$ cat config.mk
export PLATFORM = sky130hd
export DESIGN_NAME = smg_share_ctrl
export DESIGN_NICKNAME = d
export VERILOG_FILES = /design/src/rtl/smg_share_ctrl.sv
export SDC_FILE = /design/constraint.sdc
export NUM_CORES = 1
export LEC_CHECK = 0
export CORE_MARGIN = 1.5
export CORE_UTILIZATION = 50
export DETAILED_ROUTE_END_ITERATION = 8
export PLACE_DENSITY = 0.84
export SLEW_MARGIN = 20
export SYNTH_ARGS = -nofsm -noshare
export SYNTH_HDL_FRONTEND = slang
export SYNTH_SLANG_ARGS = --single-unit
$ cat constraint.sdc
create_clock -name CLK -period 4.14 [get_ports CLK]
set_input_delay 0.828 -clock CLK [delete_from_list [all_inputs] [get_ports CLK]]
set_output_delay 0.828 -clock CLK [all_outputs]
set_load 0.005 [all_outputs]
$ cat src/rtl/smg_share_ctrl.sv
// smg_share_ctrl: shares one 4-digit multiplexed seven-segment display
// between up to four requesters. Round-robin arbitration, a minimum hold
// time per winner, sequential binary-to-BCD conversion (shift-add-3) and a
// free-running digit scan.
// Optional feature: define SMG_LZB_EN to enable leading-zero blanking.
//
// Request/grant handshake: REQ[i] is a level. When the arbiter picks i, it
// captures DATA_BUS slice i on that edge and pulses GNT[i] high for exactly
// the following cycle. No grant is ever issued to a requester whose REQ was
// low in the arbitration cycle. REQ may be dropped at any time; a dropped
// request is simply not served.
module smg_share_ctrl #(
    parameter int N_REQ    = 4,
    parameter int SCAN_DIV = 50000,
    parameter int HOLD_CYC = 50000000
) (
    input  logic                  CLK,
    input  logic                  RST,
    input  logic [N_REQ-1:0]      REQ,
    input  logic [16*N_REQ-1:0]   DATA_BUS,
    output logic [N_REQ-1:0]      GNT,
    output logic [1:0]            OWNER,
    output logic                  BUSY,
    output logic [2:0]            SEL,
    output logic [7:0]            DUAN
);

    localparam int HW = $clog2(HOLD_CYC + 1);
    localparam int PW = $clog2(SCAN_DIV);

    // Digit register codes: 0..9 are decimal digits, ERR shows the
    // overflow pattern, BLANK shows nothing.
    localparam logic [3:0] CODE_ERR   = 4'hE;
    localparam logic [3:0] CODE_BLANK = 4'hF;

    typedef enum logic [1:0] {IDLE, ARB, CONV, SHOW} state_t;

    // state is the observable FSM state (probe hierarchically for debug).
    state_t            state, state_nxt;
    logic [1:0]        ptr;
    logic [2:0]        cand;
    logic [7:0]        req_pad;
    logic [1:0]        win;
    logic              win_ok;
    logic [15:0]       data_sel;
    logic [15:0]       bin;
    logic [19:0]       bcd;
    logic [19:0]       bcd_adj;
    logic [19:0]       bcd_nxt;
    logic [3:0]        bit_cnt;
    logic [3:0]        dig [4];
    logic              shown;
    logic [HW-1:0]     hold;
    logic [PW-1:0]     presc;
    logic [2:0]        sel_nxt;
    logic [7:0]        pat;

    function automatic logic [7:0] seg7(input logic [3:0] c);
        case (c)
            4'd0:    seg7 = 8'h3F;
            4'd1:    seg7 = 8'h06;
            4'd2:    seg7 = 8'h5B;
            4'd3:    seg7 = 8'h4F;
            4'd4:    seg7 = 8'h66;
            4'd5:    seg7 = 8'h6D;
            4'd6:    seg7 = 8'h7D;
            4'd7:    seg7 = 8'h07;
            4'd8:    seg7 = 8'h7F;
            4'd9:    seg7 = 8'h6F;
            4'hE:    seg7 = 8'hF9;
            default: seg7 = 8'h00;
        endcase
    endfunction

    assign req_pad = 8'(REQ);

    // Round-robin winner: scan from farthest to nearest after ptr so the
    // nearest requesting index is the one left standing.
    always_comb begin
        win    = ptr;
        win_ok = 1'b0;
        cand   = 3'd0;
        for (int k = N_REQ; k >= 1; k--) begin
            cand = 3'(ptr) + 3'(k);
            if (cand >= 3'(N_REQ)) cand = cand - 3'(N_REQ);
            if (req_pad[cand]) begin
                win    = cand[1:0];
                win_ok = 1'b1;
            end
        end
    end

    // Select the winner's data slice with a constant-index mux.
    always_comb begin
        data_sel = DATA_BUS[15:0];
        for (int i = 0; i < N_REQ; i++) begin
            if (win == 2'(i)) data_sel = DATA_BUS[16*i +: 16];
        end
    end

    // One double-dabble step: add 3 to every BCD nibble >= 5, then shift.
    always_comb begin
        bcd_adj = bcd;
        for (int n = 0; n < 5; n++) begin
            if (bcd[4*n +: 4] >= 4'd5) bcd_adj[4*n +: 4] = bcd[4*n +: 4] + 4'd3;
        end
        bcd_nxt = {bcd_adj[18:0], bin[15]};
    end

    // State register.
    always_ff @(posedge CLK or posedge RST) begin
        if (RST) state <= IDLE;
        else     state <= state_nxt;
    end

    // Next-state logic.
    always_comb begin
        state_nxt = state;
        case (state)
            IDLE: if (|REQ) state_nxt = ARB;
            ARB: begin
                if (win_ok)     state_nxt = CONV;
                else if (shown) state_nxt = SHOW;
                else            state_nxt = IDLE;
            end
            CONV: if (bit_cnt == 4'd15) state_nxt = SHOW;
            SHOW: if (hold == HW'(HOLD_CYC) && |REQ) state_nxt = ARB;
            default: state_nxt = IDLE;
        endcase
    end

    // State-decoded outputs.
    always_comb begin
        BUSY = (state == ARB) || (state == CONV);
    end

    // Arbitration capture, conversion datapath, digit registers and hold timer.
    always_ff @(posedge CLK or posedge RST) begin
        if (RST) begin
            GNT     <= '0;
            OWNER   <= 2'd0;
            ptr     <= 2'(N_REQ - 1);
            bin     <= 16'd0;
            bcd     <= 20'd0;
            bit_cnt <= 4'd0;
            shown   <= 1'b0;
            hold    <= '0;
            for (int i = 0; i < 4; i++) dig[i] <= CODE_BLANK;
        end else begin
            GNT <= '0;
            case (state)
                ARB: begin
                    if (win_ok) begin
                        GNT     <= N_REQ'(1) << win;
                        OWNER   <= win;
                        ptr     <= win;
                        bin     <= data_sel;
                        bcd     <= 20'd0;
                        bit_cnt <= 4'd0;
                    end
                end
                CONV: begin
                    bin     <= {bin[14:0], 1'b0};
                    bcd     <= bcd_nxt;
                    bit_cnt <= bit_cnt + 4'd1;
                    if (bit_cnt == 4'd15) begin
                        // All four digits change on the same edge.
                        for (int i = 0; i < 4; i++) begin
                            if (bcd_nxt[19:16] != 4'd0) dig[i] <= CODE_ERR;
                            else                        dig[i] <= bcd_nxt[4*(3-i) +: 4];
                        end
                        shown <= 1'b1;
                        hold  <= '0;
                    end
                end
                SHOW: if (hold != HW'(HOLD_CYC)) hold <= hold + HW'(1);
                default: ;
            endcase
        end
    end

    // Digit select advance and segment pattern for the upcoming slot.
    always_comb begin
        if (presc == PW'(SCAN_DIV - 1)) sel_nxt = (SEL == 3'd3) ? 3'd0 : SEL + 3'd1;
        else                            sel_nxt = SEL;
        pat = seg7(dig[sel_nxt[1:0]]);
`ifdef SMG_LZB_EN
        // Blank zeros left of the first non-zero digit; units always shown.
        if (sel_nxt[1:0] != 2'd3) begin
            if (dig[0] == 4'd0 &&
                (sel_nxt[1:0] == 2'd0 || dig[1] == 4'd0) &&
                (sel_nxt[1:0] != 2'd2 || dig[2] == 4'd0))
                pat = 8'h00;
        end
`endif
    end

    // Free-running scan prescaler, SEL and registered DUAN.
    always_ff @(posedge CLK or posedge RST) begin
        if (RST) begin
            presc <= '0;
            SEL   <= 3'd0;
            DUAN  <= 8'h00;
        end else begin
            if (presc == PW'(SCAN_DIV - 1)) presc <= '0;
            else                            presc <= presc + PW'(1);
            SEL  <= sel_nxt;
            DUAN <= pat;
        end
    end

endmodule

# [After elaboration in Yosys (flattened, before gate mapping)]
# Memories as Yosys holds them, arrays and structs flattened. A register that Yosys moved wholly into a read port is not among the register bits.
# Cells that the tools add are included.
[op_classes] n_reduce_logical=12 n_mux=55 eq_ne=16 shift=1 n_addsub=17 n_lt_le_gt_ge=14 bitwise=1
[op_table] cell="16-bit 2-to-1 mux" n=5
[op_table] cell="26-bit 2-to-1 mux" n=2
[op_table] cell="4-bit 2-to-1 mux" n=13
[op_table] cell="26-bit case mux with 2 select lines" n=1
[op_table] cell="20-bit case mux with 2 select lines" n=1
[op_table] cell="16-bit case mux with 2 select lines" n=1
[op_table] cell="26-bit by 1-bit adder with 26-bit output (second input constant)" n=1
[op_table] cell="26-bit equality test (second input constant)" n=1
[op_table] cell="26-bit != test (second input constant)" n=1
[op_table] cell="4-bit by 3-bit >= comparator with 1-bit output (second input constant)" n=5
[op_table] cell="2-bit 2-to-1 mux" n=10
[op_table] cell="20-bit 2-to-1 mux" n=1
[op_table] cell="3-bit 2-to-1 mux" n=6
[op_table] cell="16-bit by 1-bit adder with 16-bit output (second input constant)" n=1
[op_table] cell="4-bit by 2-bit adder with 4-bit output (second input constant)" n=4
[op_table] cell="16-bit equality test (second input constant)" n=1
[op_table] cell="3-bit by 4-bit less-than comparator with 1-bit output (second input constant)" n=4
[op_table] cell="3-bit >= comparator (second input constant)" n=5
[op_table] cell="1-bit binary-select mux with 3-bit select" n=4
[op_table] cell="3-bit subtractor (second input constant)" n=4
[op_table] cell="2-bit != test (second input constant)" n=5
[op_table] cell="4-bit binary-select mux with 2-bit select" n=1
[op_table] cell="2-bit equality test (second input constant)" n=4
[op_table] cell="1-bit 2-to-1 mux" n=8
[op_table] cell="other kinds (21)" n=27
[totals] mem_count=1 reg_bits=112 word_cells=133 romBits=128
[mem_list] name="(name not given)" words=16 width=8 rd=1 rd_clocked_by_memory_dff=1 write_ports=0 line="59" rtl="case (c)"

# [Longest topological paths before layout]
# Gate-level depths: netlist (run 1).
[depth] depth_word=15 mapped_depth=12

# [Worst setup path before layout (run 1)]
# No wires, ideal clock.
[synth_timing] path_type="reg2reg" startpoint="register ptr[0]" endpoint="register bin[10]" setup_time_ns=0.137 path_slack_ns=1.119 stages_incl_launch_ff=11 path_buffers=2 required_ns=4.003 arrival_time_ns=2.884 period_less_slack_ns=3.021 cell_sequence="dfstp_2 buf_2 inv_1 ha_1 mux2_2 a22o_1 xnor2_2 buf_4 mux2_2 a222oi_1 a21oi_1"
[synth_between] elab_chain_len=15 word_cells_on_any_way=42 classes_between="add/sub (8); order compare (4); eq/ne (4); mux (25); reduce/logical (1)"
[synth_lines] element="from (decl)" line="40" rtl="logic [1:0] ptr;"
[synth_lines] element="from (signal assigned)" line="142" rtl="ptr <= 2'(N_REQ - 1);"
[synth_lines] element="from (signal assigned)" line="156" rtl="ptr <= win;"
[synth_lines] element="2-bit by 3-bit adder with 3-bit output" line="84" rtl="cand = 3'(ptr) + 3'(k);"
[synth_lines] element="3-bit subtractor / 3-bit >= comparator (equally long branches)" line="85" rtl="if (cand >= 3'(N_REQ)) cand = cand - 3'(N_REQ);"
[synth_lines] element="3-bit 2-to-1 mux" line="85"
[synth_lines] element="1-bit binary-select mux with 3-bit select" line="86" rtl="if (req_pad[cand]) begin"
[synth_lines] element="1-bit 2-to-1 mux (not written as such)" line="86"
[synth_lines] element="2-bit 2-to-1 mux (4 in a row)" line="86"
[synth_lines] element="2-bit by 1-bit equality test with 1-bit output" line="97" rtl="if (win == 2'(i)) data_sel = DATA_BUS[16*i +: 16];"
[synth_lines] element="16-bit 2-to-1 mux (3 in a row)" line="97"
[synth_lines] element="16-bit 2-to-1 mux" line="153" rtl="if (win_ok) begin"
[synth_lines] element="16-bit case mux with 2 select lines" line="151" rtl="case (state)"
[synth_lines] element="to (signal assigned)" line="157" rtl="bin <= data_sel;"
[synth_lines] element="to (signal assigned)" line="163" rtl="bin <= {bin[14:0], 1'b0};"
[synth_lines] element="to (decl)" line="46" rtl="logic [15:0] bin;"
# Parallel ways exist; a longest one is shown, timed or not. The select of a mux whose other input is x is not followed.
# A chain may end at the register's enable or synchronous reset.

# [Worst setup path in the final report (run 1)]
[layout_timing] startpoint="register ptr[0]" endpoint="register bin[11]"
# The elaborated chain is that of the path after synthesis.

==> results of run 1 <==
==> cells in the mapped netlist, types with 7 or more instances <==
cell,instances,area (µm²)
dfrtp_1,102,2550
nor2_1,76,285
a21oi_1,52,260
nand2_1,52,195
mux2_2,32,360
inv_1,30,113
o21ai_0,29,145
ha_1,25,313
nand3_1,22,110
xnor2_1,22,193
clkbuf_1,18,67.6
dfstp_2,18,473
xor2_1,17,149
mux2i_1,16,160
nor3_1,15,75.1
a222oi_1,14,140
nand4_1,11,68.8
and3_1,10,62.6
nor3b_1,9,67.6
a31oi_1,8,50.1
o31ai_1,8,60.1
nand2b_1,7,43.8
or3_1,7,43.8
==> area by class of cell <==
class	instances	area, µm²
fillers	976	4550
clock inverters	2	10.0
clock buffers	29	551
multi-input cells	488	3350
repair buffers	94	948
flip-flops and latches	120	3030
inverters	32	123
well taps	172	215
==> cells by family after synthesis <==
| logic type | Yosys count | synth area share [%] |
|---|---|---|
| simple gates | 234 | 17.3 |
| compound gates | 130 | 12.3 |
| flops | 120 | 45.8 |
| fa+ha+maj | 25 | 4.73 |
| buf+inv | 59 | 3.77 |
| xor+xnor | 40 | 5.41 |
| mux | 59 | 10.7 |
==> worst max-delay path, cell delays in order (launching register included) <==
cell	delay, ps
dfstp_2	600
inv_1	150
ha_1	240
or2_2	290
or2_2	330
a21oi_1	190
a21oi_1	160
nor2_1	810
a222oi_1	180
a21oi_1	210
==> worst paths after layout <==
path,start,endpoint,slack (ps),cells after the start
min,presc[0],presc[0],450,1
max,ptr[0],bin[11],880,9
min reg2reg,presc[0],presc[0],450,1
max reg2reg,ptr[0],bin[11],880,9
max in group asynchronous,RST,ptr[1],2430,3
min in group asynchronous,RST,presc[14],850,2
==> through the flow <==
stage	hold WS [ps]	setup WS, ps	cells	area, µm²	util [%]
global route	494	663	937	8220	64.4
finish	454	882	937	8220	64.4
global placement	436	710	906	7660	60.0
floorplan	425	156	667	6610	-
CTS	459	873	937	8220	64.4
detailed placement	452	552	906	7660	60.0
==> registers in the layout, indices dropped and copies added (netlist names) <==
name / cells
GNT: 4
presc: 16
SEL: 3
state: 2
dig: 16
DUAN: 8
bcd: 20
hold: 26
OWNER: 2
bit_cnt: 4
ptr: 2
shown: 1
bin: 16
==> power groups by stage <==
| stage | Combinational (mW) | Sequential (mW) | Clock (mW) |
|---|---|---|---|
| finish | 1.77 | 1.46 | 1.38 |
| CTS | 1.76 | 1.46 | 1.40 |
| floorplan | 1.33 | 1.43 | 0 |
| detailed placement | 1.74 | 1.47 | 0 |
| global placement | 1.63 | 1.46 | 0 |
| global route | 1.94 | 1.47 | 1.44 |
==> routing by layer <==
metal / track usage (%) / vias to the layer above / routed length (µm)
li1: - / 2559 / -
met1: 28.0 / 2693 / 6260
met2: 40.2 / 181 / 7920
met3: 5.62 / 24 / 847
met4: 8.69 / 0 / 257
met5: 0 / - / 0
==> impl_metrics.tcl, run 1 <==
set metrics [dict create \
    portBuffers 87 \
    synth_nets 762 \
    leakagePower_nw 3.48 \
    wl_per_cell_um 16.3 \
    ys_async_sr_fraction_pct 100 \
    rsz0062_at_grt "no" \
    ys_warn_count 0 \
    fin_crit_ps 3260 \
    path_clk_slew_ps 50 \
    switching_power_mw 1.56 \
    worstMarginPinSlew_ps 988 \
    syn_area_mm2 0.00661 \
    synth_ff_type "dfrtp_1" \
    ioPinCount 88 \
    grt_pass1_wl_um 26100 \
    core-area_mm2 0.0128 \
    grt_max_degree 73 \
    fp.dieH_um 118 \
    vias_per_cell 5.82 \
    clock_latency_ps 420 \
    cap_violations 0 \
    drt-total-wl_um 15300 \
    antenna_found_initial 0 \
    postCtsSetupRepairBufs 0 \
    status "finished clean" \
    ir_worst_vdd_uv 410 \
    insertedDiodeCount 0 \
    drt-initial-drc-count 441 \
    root_buffer "clkbuf_16" \
    drcViolationCount 0 \
    holdBufCountCts 0 \
    seq_power_share_pct 31.7 \
    initial_utilization_pct 51.8 \
    syn_avg_cell_area_um2 9.91 \
    critPathKind "reg -> reg" \
    cts_sinks 120 \
    worstPathArrival_ps 3590 \
    hp-class "reg -> reg" \
    vias 5457 \
    synthDistinctLibCells 57 \
    h-tree-depth 4 \
    ys_seq_area_share_pct 45.8 \
    fp-row-count 41 \
    worst_setup_path_start_kind "flop" \
    period_share_pct 78.7 \
    clockPowerShare_pct 29.9 \
    cts_resized 0 \
    synth_edf_count 0 \
    grtUsageTotal_pct 23.2 \
    layout_common_cells "dfrtp_1, clkdlybuf4s50_1, nor2_1, a21oi_1, nand2_1" \
    die_area_mm2 0.0139 \
    setup_viol 0 \
    final_nets 848 \
    crit_required_ps 4470 \
    grt_pass1_vias 5586 \
    sw_frac_of_total_pct 34.0 \
    synth_seq_cells 120 \
    syn_inst 667 \
    cts_tree "yes" \
    cts_buffer_depth 2 \
    dr.pass1.iters 9 \
    internal_power_mw 3.04 \
    area_delta_synth_final_pct 24.4 \
    routabilityCongestion 0.839 \
    finalHoldViolCount 0 \
    dpl.hpwl_um 10500 \
    cts_made_buffers 17 \
    combinationalPowerShare_pct 38.4 \
    drive_gt1_share_pct 13.5 \
    clock_skew_ps 7.29 \
    setup_tns_ps 0 \
    final_common_cell "dfrtp_1" \
    drv_slew 0 \
    crit_fanout 14 \
    p_per_area_mw_per_mm2 560 \
    total_power_mw 4.60 \
    ant_nets 0 \
    die_x_um 118 \
    fmax_mhz 307 \
    slew_headroom_pct 33.7 \
    grt-ovfl-total 0 \
    critPathCaptureType "flop" \
]
Power figures use the tool's default switching activity.
==> inputs of run 2 (changes only) <==
==> constraint.sdc (replaced) <==
create_clock -name CLK -period 2.65 [get_ports CLK]
set_input_delay 0.53 -clock CLK [delete_from_list [all_inputs] [get_ports CLK]]
set_output_delay 0.53 -clock CLK [all_outputs]
set_load 0.005 [all_outputs]
==> run 2 against run 1 <==
Compared with the run above:
- the flow now finishes with violations (negative setup slack)
- register-to-register slack worse by 1000 ps
- non-clock buffer count up 47
- largest power group unchanged
- critical path type unchanged
- hold slack better by 23 ps
- clock power up 79%
- fmax up 16%
- final cell count up 5.0%
- setup slack worse by 1000 ps
- first-iteration DRC count down 8.2%
- via count up 4.9%
- core utilization up 6.8 points
==> impl_metrics.tcl, run 2 (synthesized netlist as in run 1, its figures left out) <==
set metrics [dict create \
    period_share_pct 106 \
    cpLargestDelayFamily "compound AO/OA/AOI/OAI gates" \
    area_delta_synth_final_pct 37.6 \
    root_buffer "clkbuf_16" \
    rsz0062_at_grt "yes" \
    cts_made_buffers 17 \
    worstPathArrival_ps 3080 \
    hold_start "presc[2]" \
    final_nets 895 \
    grt-ovfl-total 0 \
    crit_required_ps 2930 \
    portBuffers 87 \
    worst_setup_path_start_kind "flop" \
    grtUsageTotal_pct 23.9 \
    p_per_area_mw_per_mm2 933 \
    critPathKind "reg -> reg" \
    crit_fanout 5 \
    top_regs "hold (26), bcd (20)" \
    grt_pass1_wl_um 27100 \
    clock_latency_ps 420 \
    grt_pass1_vias 5780 \
    r2r_end "bin[6]" \
    fin_util_pct 71.2 \
    setup_viol 18 \
    fp.dieH_um 118 \
    insertedDiodeCount 0 \
    fmax_mhz 357 \
    ioPinCount 88 \
    vias 5727 \
    dr.pass1.iters 6 \
    die_x_um 118 \
    cts_sinks 120 \
    slew_headroom_pct 52.6 \
    cpMostUsedCell "buf_12" \
    ant_nets 0 \
    drive_gt1_share_pct 23.3 \
    cap_violations 0 \
    largest_register_ffs 26 \
    drcViolationCount 0 \
    worst_path_largest_cell_delay_ps 570 \
    min_to "presc[2]" \
    vias_per_cell 5.82 \
    critPathCaptureType "flop" \
    fin_crit_ps 2800 \
    max_flop_register "hold" \
    cts_buffer_depth 2 \
    drt-initial-drc-count 405 \
    worstMarginPinSlew_ps 708 \
    drt-total-wl_um 16700 \
    leakagePower_nw 3.88 \
    r2r_cells 10 \
    finalHoldViolCount 0 \
    layout_common_cells "dfrtp_1, clkdlybuf4s50_1, nor2_1, nand2_1, a21oi_1" \
    r2r_slack_ps -150 \
    crit_chain "buf_4 > mux2i_1 > o22ai_1 > a22o_4 > xnor2_4 > buf_12 > buf_12 > mux2_4 > a222oi_1 > a21oi_1" \
    drv_slew 0 \
    dpl.hpwl_um 10700 \
    h-tree-depth 4 \
    ir_worst_vdd_uv 786 \
    violations "negative setup slack" \
    total_power_mw 8.49 \
    fp-row-count 41 \
    clock_skew_ps 7.48 \
    core-area_mm2 0.0128 \
    antenna_found_initial 0 \
    grt_max_degree 59 \
    final_common_cell "dfrtp_1" \
    initial_utilization_pct 51.8 \
    wl_per_cell_um 17.0 \
    crit_buf_inv 3 \
    cp_slowest_cell "dfstp_2" \
    hp-class "reg -> reg" \
    holdPathStages 1 \
    status "finished with violations" \
    cts_tree "yes" \
    setup_ws_ps -153 \
    die_area_mm2 0.0139 \
    reg2reg_from "ptr[0]" \
    path_clk_slew_ps 50 \
    routabilityCongestion 0.813 \
]
-- run 2: changes by cell type in the layout (fill, tap and decap cells not counted), sizes merged --
| cell | previous run | this run |
|---|---|---|
| buf | 7 | 52 |
| bufinv | 0 | 4 |
| clkbuf | 29 | 25 |
| clkinv | 2 | 3 |
| clkinvlp | 0 | 2 |
| inv | 32 | 31 |
-- run 2: per-stage QoR --
step / cell area, µm² / hold WS (ps) / setup WS [ps] / TNS, ps / cells
after floorplan: 6690 / 425 / -92.5 / -1060 / 667
after detailed placement: 8010 / 459 / -388 / -5560 / 940
final: 9100 / 477 / -153 / -1560 / 984
after global routing: 9100 / 514 / -225 / -3210 / 984
after global placement: 8010 / 439 / -306 / -4230 / 940
after CTS: 8760 / 466 / -71.2 / -742 / 975
-- run 2: how the worst max path moves through the flow --
stage | from | end | slack [ps] | depth (start not counted)
floorplan | ptr[0] | bin[1] | -90 | 10
global placement | REQ[3] | bin[15] | -310 | 9
detailed placement | REQ[3] | bin[8] | -390 | 9
CTS | ptr[0] | bin[12] | -70 | 9
global route | ptr[0] | bin[1] | -220 | 10
finish | ptr[0] | bin[6] | -150 | 10
-- run 2: final cells by class --
| type | count | area [µm²] |
|---|---|---|
| Multi-Input combinational cell | 488 | 3670 |
| Fill cell | 813 | 3670 |
| Timing Repair Buffer | 141 | 1430 |
| Clock inverter | 8 | 143 |
| Clock buffer | 23 | 488 |
| Inverter | 32 | 131 |
| Sequential cell | 120 | 3030 |
| Tap cell | 172 | 215 |
-- run 2: what timing repair did --
action / 4_1_cts / 5_1_grt
endpoints found under the hold margin: 0 / 0
gates cloned: 1 / 2
endpoints found under the setup margin: 21 / 32
pin swaps: 3 / 15
hold buffers: 0 / 0
setup buffers: 3 / 8
resized for setup: 15 / 49
-- run 2: per-layer routing --
metal	global-route usage [%]	routed length, µm	up-vias	part of all wire [%]
li1	-	-	2654	-
met1	27.8	6560	2807	39
met2	41.4	8710	224	52
met3	5.96	959	42	5.7
met4	11.1	472	0	2.8
met5	0	0	-	0
-- run 2: power by group --
group          switching [mW]  total (mW)  internal, mW
sequential              0.188        2.28          2.09
combinational            1.78        3.74          1.96
clock                   0.805        2.47          1.66
total                    2.77        8.49          5.72
==> inputs of run 3 (changes only) <==
--- a/config.mk
+++ b/config.mk
@@ -5,10 +5,13 @@
 export SDC_FILE = /design/constraint.sdc
 export NUM_CORES = 1
 export LEC_CHECK = 0
+export CORE_ASPECT_RATIO = 1.25
 export CORE_MARGIN = 1.5
-export CORE_UTILIZATION = 50
+export CORE_UTILIZATION = 58
 export DETAILED_ROUTE_END_ITERATION = 8
+export DONT_BUFFER_PORTS = 1
 export PLACE_DENSITY = 0.84
+export SETUP_SLACK_MARGIN = 0.15
 export SLEW_MARGIN = 20
 export SYNTH_ARGS = -nofsm -noshare
 export SYNTH_HDL_FRONTEND = slang
==> run 3 against run 2 <==
Compared with the run above:
- the run still ends with negative setup slack left
- core utilization grew 4.4 points
- combinational power shrank 9.1%
- sequential share of layout area grew 2.8 points
- clock skew grew 2.8 ps
- fmax shrank 2.0%
- wire length grew 7.7%
- count of clock-buffer cells in the layout grew 1
- die area shrank 13%
- flip-flop and latch count is the same
- cell area shrank 7.8%
- clock power shrank 3%
- via count shrank 3.1%
- largest cell class unchanged
==> impl_metrics.tcl, run 3 (synthesized netlist as in run 1, its figures left out) <==
set metrics [dict create \
    status "finished with violations" \
    violations "negative setup slack" \
    r2r_cells 10 \
    final_area_mm2 0.00839 \
    worst_setup_path_start_kind "flop" \
    max_flop_register "hold" \
    setup_ws_ps -212 \
    worstMarginPinSlew_ps 710 \
    setup_viol 20 \
    cts_made_buffers 17 \
    h-tree-depth 4 \
    die_x_um 98.5 \
    worstPathArrival_ps 3140 \
    wl_per_cell_um 20.5 \
    leakagePower_nw 3.59 \
    slew_headroom_pct 52.6 \
    grt_max_degree 53 \
    reg2reg_from "ptr[0]" \
    crit_chain "inv_6 > ha_4 > mux2_4 > a22o_4 > xnor2_4 > buf_6 > clkbuf_16 > mux2_2 > a222oi_1 > a21oi_1" \
    crit_path_start "ptr[0]" \
    fmax_mhz 349 \
    hp-class "in -> async" \
    fin_crit_ps 2860 \
    clock_skew_ps 10.3 \
    path_clk_slew_ps 60 \
    top_usage_layer "met2" \
    p_per_area_mw_per_mm2 962 \
    clock_latency_ps 420 \
    core-area_mm2 0.0111 \
    largest_register_ffs 26 \
    drcViolationCount 0 \
    crit_fanout 7 \
    fin_util_pct 75.7 \
    holdBufCountCts 0 \
    cts_tree "yes" \
    root_buffer "clkbuf_16" \
    top_regs "hold (26), bcd (20)" \
    die_area_mm2 0.0121 \
    initial_utilization_pct 59.7 \
    finalNonFillerCells 876 \
    ant_nets 0 \
    dpl.hpwl_um 10000 \
    dpl_cell_area_mm2 0.00708 \
    whs_ps 42.3 \
    grtUsageTotal_pct 29.2 \
    placed_cells 813 \
    vias_per_cell 6.33 \
    vias 5547 \
    multi_input_area_mm2 0.00377 \
    area_delta_synth_final_pct 26.8 \
    routabilityCongestion 0.854 \
    seq_area_mm2 0.00303 \
    ir_worst_vdd_uv 1580 \
    period_share_pct 108 \
    antenna_found_initial 0 \
    grtUsageMet3_pct 6.09 \
    drt-total-wl_um 18000 \
    worst_path_largest_cell_delay_ps 600 \
    drv_slew 0 \
    cp_slowest_cell "dfstp_2" \
    rsz0062_at_grt "yes" \
    fp.dieH_um 122 \
    cts_sinks 120 \
    cts_buffer_depth 2 \
    final_common_cell "dfrtp_1" \
    drt-initial-drc-count 387 \
    finalHoldViolCount 0 \
    crit_required_ps 2930 \
    layout_common_cells "dfrtp_1, nor2_1, nand2_1, a21oi_1, buf_4" \
    grt-ovfl-total 0 \
    critPathKind "reg -> reg" \
    critPathCaptureType "flop" \
    grtUsageMet1_pct 31.2 \
    final_nets 823 \
    dr.pass1.iters 5 \
    grt_pass1_wl_um 27600 \
    grt_use_met2_pct 54.1 \
    grt_pass1_vias 5731 \
    insertedDiodeCount 0 \
    cap_violations 0 \
    fill_cells 666 \
    fp-row-count 43 \
    ioPinCount 88 \
    portBuffers 0 \
    drive_gt1_share_pct 28.3 \
    total_power_mw 8.07 \
]
[run 3: changes by cell type in the layout (fill, tap and decap cells not counted), moves of 4 or more]
cell	before	now
buf_4	40	47
mux2i_4	7	13
clkdlybuf4s50_1	87	0
mux2i_2	6	2
buf_6	4	12
mux2_2	14	19
mux2_4	23	17
[run 3: worst paths after layout]
kind	endpoint	slack, ps
worst max-delay path	bin[6]	-210
worst min-delay path	presc[10]	40
worst max register to register	bin[6]	-210
worst min register to register	shown	510
max in group asynchronous	dig[2]	1890
min in group CLK	bin[3]	460
[run 3: where the power goes]
group          internal (mW)  total [mW]  switching [mW]  leakage [nW]
Clock                   1.57        2.39           0.814         0.300
Combinational           1.69        3.40            1.71          1.78
Sequential              2.09        2.29           0.197          1.51
[run 3: routing by layer]
metal / vias up / routed length (µm)
met5: - / 0
met4: 0 / 801
met3: 72 / 863
met2: 241 / 9670
met1: 2734 / 6650
li1: 2500 / -
[run 3: what timing repair did]
action	in CTS	in global routing
gates resized for setup	58	26
pin swaps	10	12
buffers inserted	17	11
endpoints found under the setup margin	24	58
cloned	2	1
[run 3: per-stage QoR]
| step | TNS, ps | setup WS, ps |
|---|---|---|
| 4_1_cts | -1730 | -138 |
| 6_report | -2140 | -212 |
| 5_1_grt | -3690 | -261 |
| 2_1_floorplan | -1060 | -92.5 |
| 3_3_place_gp | -298 | -51.3 |
| 3_5_place_dp | -1670 | -181 |
[run 3: critical path, delay by kind of cell (launching register included)]
| kind | cells | cell delay [ps] |
|---|---|---|
| buffers and inverters | 3 | 370 |
| AOI/OAI and AO/OA | 3 | 660 |
| adders and majority gates | 1 | 260 |
| DFF | 1 | 600 |
| muxes | 2 | 640 |
| xor gates and xnor gates | 1 | 200 |
[run 3: area by class of cell]
type / instances / area share [%]
multi-input combinational: 489 / 45.0
sequential: 120 / 36.1
timing repair buffer: 68 / 8.06
clock buffer: 24 / 5.86
tap: 135 / 2.01
inverter: 32 / 1.63
clock inverter: 8 / 1.40
